## config.mk

```make
export PLATFORM = sky130hd
export DESIGN_NAME = sseg_frame_capture
export DESIGN_NICKNAME = d
export VERILOG_FILES = /design/src/rtl/sseg_pkg.sv /design/src/rtl/sseg2bin.sv /design/src/rtl/sseg_frame_capture.sv
export SDC_FILE = /design/constraint.sdc
export NUM_CORES = 1
export LEC_CHECK = 0
export ABC_AREA = 1
export BUFFER_PORTS_ARGS = -buffer_cell sky130_fd_sc_hd__clkbuf_2
export CORE_UTILIZATION = 30
export DETAILED_ROUTE_END_ITERATION = 7
export HOLD_SLACK_MARGIN = 0.05
export PLACE_DENSITY = 0.56
export SYNTH_ARGS = -nofsm -noshare
export SYNTH_HDL_FRONTEND = slang
export SYNTH_SLANG_ARGS = --single-unit
```

## constraint.sdc

```tcl
create_clock -name clk -period 2.05 [get_ports clk]
set_input_delay 0.3075 -clock clk [delete_from_list [all_inputs] [get_ports clk]]
set_output_delay 0.3075 -clock clk [all_outputs]
set_load 0.01 [all_outputs]
```

## src/rtl/sseg_pkg.sv

```systemverilog
// Seven-segment bus constants shared by the frame capture block and display checkers.
// Segment byte bit order, msb to lsb: AA AB AC AD AE AF AG DP.
package sseg_pkg;

    localparam int SEG_AA = 7;
    localparam int SEG_AB = 6;
    localparam int SEG_AC = 5;
    localparam int SEG_AD = 4;
    localparam int SEG_AE = 3;
    localparam int SEG_AF = 2;
    localparam int SEG_AG = 1;
    localparam int SEG_DP = 0;

    localparam logic [7:0] SEG_BLANK = 8'h00;

    // Active-high glyphs for hex 0..F, DP bit clear.
    localparam logic [7:0] SEG_GLYPH [16] = '{
        8'hFC, 8'h60, 8'hDA, 8'hF2, 8'h66, 8'hB6, 8'hBE, 8'hE0,
        8'hFE, 8'hF6, 8'hEE, 8'h3E, 8'h9C, 8'h7A, 8'h9E, 8'h8E
    };

endpackage

```

## src/rtl/sseg2bin.sv

```systemverilog
// Combinational seven-segment glyph decoder: AA..AG pattern to hex nibble.
// Anything that is not one of the 16 hex glyphs (blank included) flags err.
module sseg2bin
    import sseg_pkg::*;
(
    input  logic [6:0] pattern,
    output logic [3:0] nibble,
    output logic       err
);

    // Table lookup against the glyph constants; glyphs are unique so at most one hits.
    always_comb begin
        nibble = 4'h0;
        err    = 1'b1;
        for (int i = 0; i < 16; i++) begin
            if (pattern == SEG_GLYPH[i][SEG_AA:SEG_AG]) begin
                nibble = 4'(i);
                err    = 1'b0;
            end
        end
    end

endmodule

```

## src/rtl/sseg_frame_capture.sv

```systemverilog
// Receive side of the multiplexed seven-segment bus: synchronizes the scanned
// anode/segment lines, waits for each digit to settle, decodes it and assembles
// a full frame presented on a valid/ready interface.
module sseg_frame_capture
    import sseg_pkg::*;
#(
    parameter int NUM_DIGITS     = 4,
    parameter int SETTLE_CYCLES  = 16,
    parameter int AN_ACTIVE_LOW  = 1,
    parameter int SEG_ACTIVE_LOW = 1
) (
    input  logic                      clk,
    input  logic                      rst_n,
    input  logic [NUM_DIGITS-1:0]     an,
    input  logic [7:0]                seg,
    output logic                      frame_valid,
    input  logic                      frame_ready,
    output logic [4*NUM_DIGITS-1:0]   frame_data,
    output logic [NUM_DIGITS-1:0]     frame_dp,
    output logic [NUM_DIGITS-1:0]     frame_err,
    output logic                      overrun
);

    localparam int CNT_W = $clog2(SETTLE_CYCLES + 1);
    localparam int SMP_W = NUM_DIGITS + 8;
    localparam logic [CNT_W-1:0]      CNT_MAX  = CNT_W'(SETTLE_CYCLES);
    // Counter value one step before the capture point (counter reaches SETTLE_CYCLES-1).
    localparam logic [CNT_W-1:0]      CNT_PRE  = CNT_W'(SETTLE_CYCLES - 2);
    localparam logic [NUM_DIGITS-1:0] AN_ONE   = NUM_DIGITS'(1);

    logic [NUM_DIGITS-1:0]   an_meta_q, an_sync_q;
    logic [7:0]              seg_meta_q, seg_sync_q;

    logic [NUM_DIGITS-1:0]   an_norm;
    logic [7:0]              seg_norm;
    logic [SMP_W-1:0]        smp_cur;
    logic                    stable;
    logic                    an_onehot;
    logic                    capture;
    logic                    mask_full;
    logic                    out_free;
    logic                    load;
    logic                    handshake;
    logic [3:0]              dec_nibble;
    logic                    dec_err;

    logic [SMP_W-1:0]        smp_prev_q, smp_prev_d;
    logic [CNT_W-1:0]        cnt_q, cnt_d;
    logic [NUM_DIGITS-1:0]   mask_q, mask_d;
    logic [4*NUM_DIGITS-1:0] work_data_q, work_data_d;
    logic [NUM_DIGITS-1:0]   work_dp_q, work_dp_d;
    logic [NUM_DIGITS-1:0]   work_err_q, work_err_d;
    logic                    valid_q, valid_d;
    logic [4*NUM_DIGITS-1:0] data_q, data_d;
    logic [NUM_DIGITS-1:0]   dp_q, dp_d;
    logic [NUM_DIGITS-1:0]   err_q, err_d;
    logic                    overrun_q, overrun_d;

    // Two-flop synchronizers for the asynchronous display lines.
    always_ff @(posedge clk or negedge rst_n) begin
        if (!rst_n) begin
            an_meta_q  <= '0;
            an_sync_q  <= '0;
            seg_meta_q <= '0;
            seg_sync_q <= '0;
        end else begin
            an_meta_q  <= an;
            an_sync_q  <= an_meta_q;
            seg_meta_q <= seg;
            seg_sync_q <= seg_meta_q;
        end
    end

    // Normalize to active-high and classify the current sample.
    always_comb begin
        an_norm   = (AN_ACTIVE_LOW != 0)  ? ~an_sync_q  : an_sync_q;
        seg_norm  = (SEG_ACTIVE_LOW != 0) ? ~seg_sync_q : seg_sync_q;
        smp_cur   = {an_norm, seg_norm};
        stable    = (smp_cur == smp_prev_q);
        an_onehot = (an_norm != '0) && ((an_norm & (an_norm - AN_ONE)) == '0);
    end

    sseg2bin u_dec (
        .pattern (seg_norm[SEG_AA:SEG_AG]),
        .nibble  (dec_nibble),
        .err     (dec_err)
    );

    // Settle counter, working slots, frame output register and overrun flag.
    always_comb begin
        smp_prev_d  = smp_cur;
        cnt_d       = '0;
        mask_d      = mask_q;
        work_data_d = work_data_q;
        work_dp_d   = work_dp_q;
        work_err_d  = work_err_q;
        valid_d     = valid_q;
        data_d      = data_q;
        dp_d        = dp_q;
        err_d       = err_q;
        overrun_d   = overrun_q;

        if (stable) begin
            cnt_d = (cnt_q == CNT_MAX) ? cnt_q : cnt_q + 1'b1;
        end

        // Only the single step into SETTLE_CYCLES-1 captures, so one capture per dwell.
        capture   = stable && (cnt_q == CNT_PRE) && an_onehot;
        mask_full = &mask_q;
        handshake = valid_q && frame_ready;
        out_free  = !valid_q || frame_ready;
        load      = mask_full && out_free;

        // Loading copies the pre-capture slots; a capture on the same edge seeds the next frame.
        if (load) begin
            data_d  = work_data_q;
            dp_d    = work_dp_q;
            err_d   = work_err_q;
            valid_d = 1'b1;
            mask_d  = '0;
        end else if (handshake) begin
            valid_d = 1'b0;
        end

        if (capture) begin
            mask_d = mask_d | an_norm;
            for (int i = 0; i < NUM_DIGITS; i++) begin
                if (an_norm[i]) begin
                    work_data_d[4*i +: 4] = dec_nibble;
                    work_dp_d[i]          = seg_norm[SEG_DP];
                    work_err_d[i]         = dec_err;
                end
            end
        end

        if (capture && mask_full && !out_free) begin
            overrun_d = 1'b1;
        end else if (handshake) begin
            overrun_d = 1'b0;
        end
    end

    // State register for the capture pipeline.
    always_ff @(posedge clk or negedge rst_n) begin
        if (!rst_n) begin
            smp_prev_q  <= '0;
            cnt_q       <= '0;
            mask_q      <= '0;
            work_data_q <= '0;
            work_dp_q   <= '0;
            work_err_q  <= '0;
            valid_q     <= 1'b0;
            data_q      <= '0;
            dp_q        <= '0;
            err_q       <= '0;
            overrun_q   <= 1'b0;
        end else begin
            smp_prev_q  <= smp_prev_d;
            cnt_q       <= cnt_d;
            mask_q      <= mask_d;
            work_data_q <= work_data_d;
            work_dp_q   <= work_dp_d;
            work_err_q  <= work_err_d;
            valid_q     <= valid_d;
            data_q      <= data_d;
            dp_q        <= dp_d;
            err_q       <= err_d;
            overrun_q   <= overrun_d;
        end
    end

    assign frame_valid = valid_q;
    assign frame_data  = data_q;
    assign frame_dp    = dp_q;
    assign frame_err   = err_q;
    assign overrun     = overrun_q;

endmodule

```

==> results.json <==
{
  "outcome": "completed",
  "min-delay-start": "an[3]",
  "worst_path_most_repeated_cell": "nand2_1",
  "maxSlewHeadroom": 0.7406,
  "timing.final.ws_setup_ns": 0.2735,
  "grt_max_degree": 46,
  "yosysWarnings": 0,
  "fin_crit_sh": 0.8666,
  "multi_input_area_um2": 1409,
  "ys_ff_latch": 95,
  "intPower_uw": 3171,
  "synth_fp_nets": 425,
  "detail-route-antenna-nets": 0,
  "crit_chain": "inv_1, ha_1, nand2_1, a21oi_1, nand4_1, nor2_2, nand4_2, nand2_1, nand2_1",
  "grt_overflow_total": 0,
  "via_count": 2746,
  "numCtsBuffers": 9,
  "cellLeakagePower_uw": 0.002543,
  "power_frac_clock": 0.478,
  "cts-root-buf": "clkbuf_16",
  "dieHeight_um": 116.8,
  "setup_viol_count_final": 0,
  "synth.cell_area_um2": 3956,
  "reg2reg_depth": 9,
  "clock_latency_ns": 0.35,
  "drt-vias-per-instance": 4.304,
  "r2r_end": "work_data_q[7]$_DFFE_PN0P_",
  "drt-pass1-iter-count": 4,
  "synth.distinct_cells": 25,
  "tritoncts": "yes",
  "cp.required_ns": 2.30,
  "regArea_um2": 2377,
  "fmaxAchievable_mhz": 562.9,
  "synth_seq_area_share": 0.6009,
  "tns_ns": 0,
  "rrSetupSlack_ns": 0.27,
  "grt_pass1_wl_um": 13100,
  "start_kind": "flop",
  "drt_wl_total_um": 7782,
  "path_class": "flop to flop",
  "final_common_cell": "nand2_1",
  "p_seq_frac": 0.478,
  "drive_above_1_share": 0.2253,
  "drt-initial-drc-count": 193,
  "p_per_area_nw_per_um2": 851.9,
  "drc_errors": 0,
  "num_rows": 41,
  "start_util": 0.3110,
  "ios": 41,
  "tightest_slew_ns": 0.3877,
  "hold_end": "an_meta_q[3]$_DFF_PN0_",
  "place_ws_ns": 0.2725,
  "nNetsFinal": 479,
  "hpwlAfterDp_um": 5636,
  "antenna_found_initial": 0,
  "port-buffer-count": 40,
  "rsz0062_at_grt": "false",
  "netlist_instances": 407,
  "fin_crit_ns": 1.776,
  "num-fill-cells": 1306,
  "post-cts-setup-buffers": 0,
  "finalMaxSlewViolations": 0,
  "sw_frac_of_total": 0.2196,
  "avgSynthCellArea_um2": 9.721,
  "num_antenna_cells": 0,
  "wire_per_inst_um": 12.20,
  "track_usage": 0.1294,
  "path_clk_slew_ns": 0.07,
  "gp_congestion": 0.8837,
  "max_stage_delay_ns": 0.41,
  "syn_to_final_growth_pct": 20.56,
  "final_cell_mix": "nand2_1, dfrtp_1, clkbuf_2",
  "die_x_um": 116.8,
  "hold_viol": 0,
  "finClkSkew_ns": 0.008571,
  "hold_path_depth": 1,
  "vdd_drop_max_uv": 435.4,
  "max-cap-violations": 0,
  "core-area_um2": 12720,
  "power.switching_uw": 892.3,
  "hold_path_class": "input port to flop",
  "clkSinkCount": 95,
  "reg2reg_from": "cnt_q[0]$_DFFE_PN0P_",
  "cp-end-kind": "flop",
  "worst_ep_arrival_time_ns": 2.02,
  "grt_pass1_vias": 2659,
  "cts_buffer_depth": 2,
  "crit_fanout": 6,
  "cts_max_level": 3,
  "dieArea_um2": 13650,
  "slowest_stage": "dfrtp_1",
  "combinationalPowerShare": 0.043
}
## synth_stat cells
library cell	n	share of area
nand2_1	151	0.14
dfrtp_1	95	0.60
inv_1	35	0.033
nor2_1	33	0.031
mux2_2	24	0.068
nand4_1	11	0.017
nand3_1	8	0.010
nor2_2	7	0.011
xor2_1	7	0.015
inv_2	5	0.0047
nand4_2	5	0.016
buf_2	4	0.0051
a21oi_1	3	0.0038
ha_1	3	0.0095
and2_1	2	0.0032
nor3_1	2	0.0025
o21a_1	2	0.0038
o21ai_0	2	0.0025
xnor2_1	2	0.0044
a211oi_2	1	0.0032
a21boi_0	1	0.0019
nand2_2	1	0.0016
nand3_2	1	0.0025
nor3_2	1	0.0025
o211ai_1	1	0.0019
## sequential cells by signal, summed over array words and instances, names as in the netlist, 5 cells and up
signal and flops:
frame_data 16, work_data_q 16, smp_prev_q 12, seg_meta_q 8, seg_sync_q 8, cnt_q 5
## stage by stage
step / power (uW) / hold slack (ns) / instances / area [um^2] / utilization
2_1_floorplan: 2066 / 0.01191 / 407 / 3956 / -
3_3_place_gp: 2152 / 0.2546 / 620 / 4404 / 0.3462
3_5_place_dp: 2156 / 0.2619 / 620 / 4404 / 0.3462
4_1_cts: 4111 / 0.05106 / 637 / 4760 / 0.3741
5_1_grt: 4215 / 0.05062 / 638 / 4770 / 0.3749
6_report: 4063 / 0.06157 / 638 / 4770 / 0.3749
## worst max-delay path: cells and delay by family (launching register included)
family                     cells  cell delay (ns)
and+or+nand+nor                6             0.86
buffers and inverters          1             0.11
AOI/OAI and AO/OA              1             0.10
adders and majority gates      1             0.17
DFF                            1             0.41
## power groups by stage
| stage | registers, uW | logic, uW | clock network, uW |
|---|---|---|---|
| final | 1940 | 176 | 1940 |
| after global routing | 1950 | 206 | 2060 |
| after CTS | 1940 | 179 | 1990 |
| after detailed placement | 1980 | 177 | 0 |
| after global placement | 1980 | 175 | 0 |
| after floorplan | 1970 | 93.9 | 0 |
## what timing repair did
item                      in CTS  in global routing
gates resized for setup        0                  0
hold buffers                   1                  1
hold endpoints to repair      27                  1
## cell families after synthesis
family / share of synthesized area
buf+inv: 0.04301
fa+ha+maj: 0.009489
flops: 0.6009
mux: 0.06831
simple gates: 0.2413
xor+xnor: 0.01993
compound gates: 0.01708
## how the worst max path moves through the flow
stage / from / to / depth (start not counted)
detailed placement: cnt_q[0]$_DFFE_PN0P_ / work_data_q[7]$_DFFE_PN0P_ / 9
global route: seg_sync_q[3]$_DFF_PN0_ / work_data_q[4]$_DFFE_PN0P_ / 10
finish: cnt_q[0]$_DFFE_PN0P_ / work_data_q[7]$_DFFE_PN0P_ / 9
floorplan: frame_valid$_DFFE_PN0P_ / frame_data[13]$_DFFE_PN0P_ / 7
global placement: seg_sync_q[3]$_DFF_PN0_ / work_err_q[1]$_DFFE_PN0P_ / 10
CTS: cnt_q[0]$_DFFE_PN0P_ / work_data_q[7]$_DFFE_PN0P_ / 9
## metal layers
metal / up-vias / share of wire / GRT usage
met5: - / 0 / 0
met4: 0 / 0.018 / 0.05401
met3: 11 / 0.048 / 0.04377
met2: 57 / 0.45 / 0.2012
met1: 1295 / 0.48 / 0.1655
li1: 1383 / - / -
## cell type report
type,instances,area share
Timing Repair Buffer,47,0.05719
Multi-Input combinational cell,268,0.2954
Tap cell,172,0.04512
Clock inverter,6,0.02440
Inverter,40,0.03148
Clock buffer,10,0.04801
Sequential cell,95,0.4984
Power figures use the tool's default switching activity.
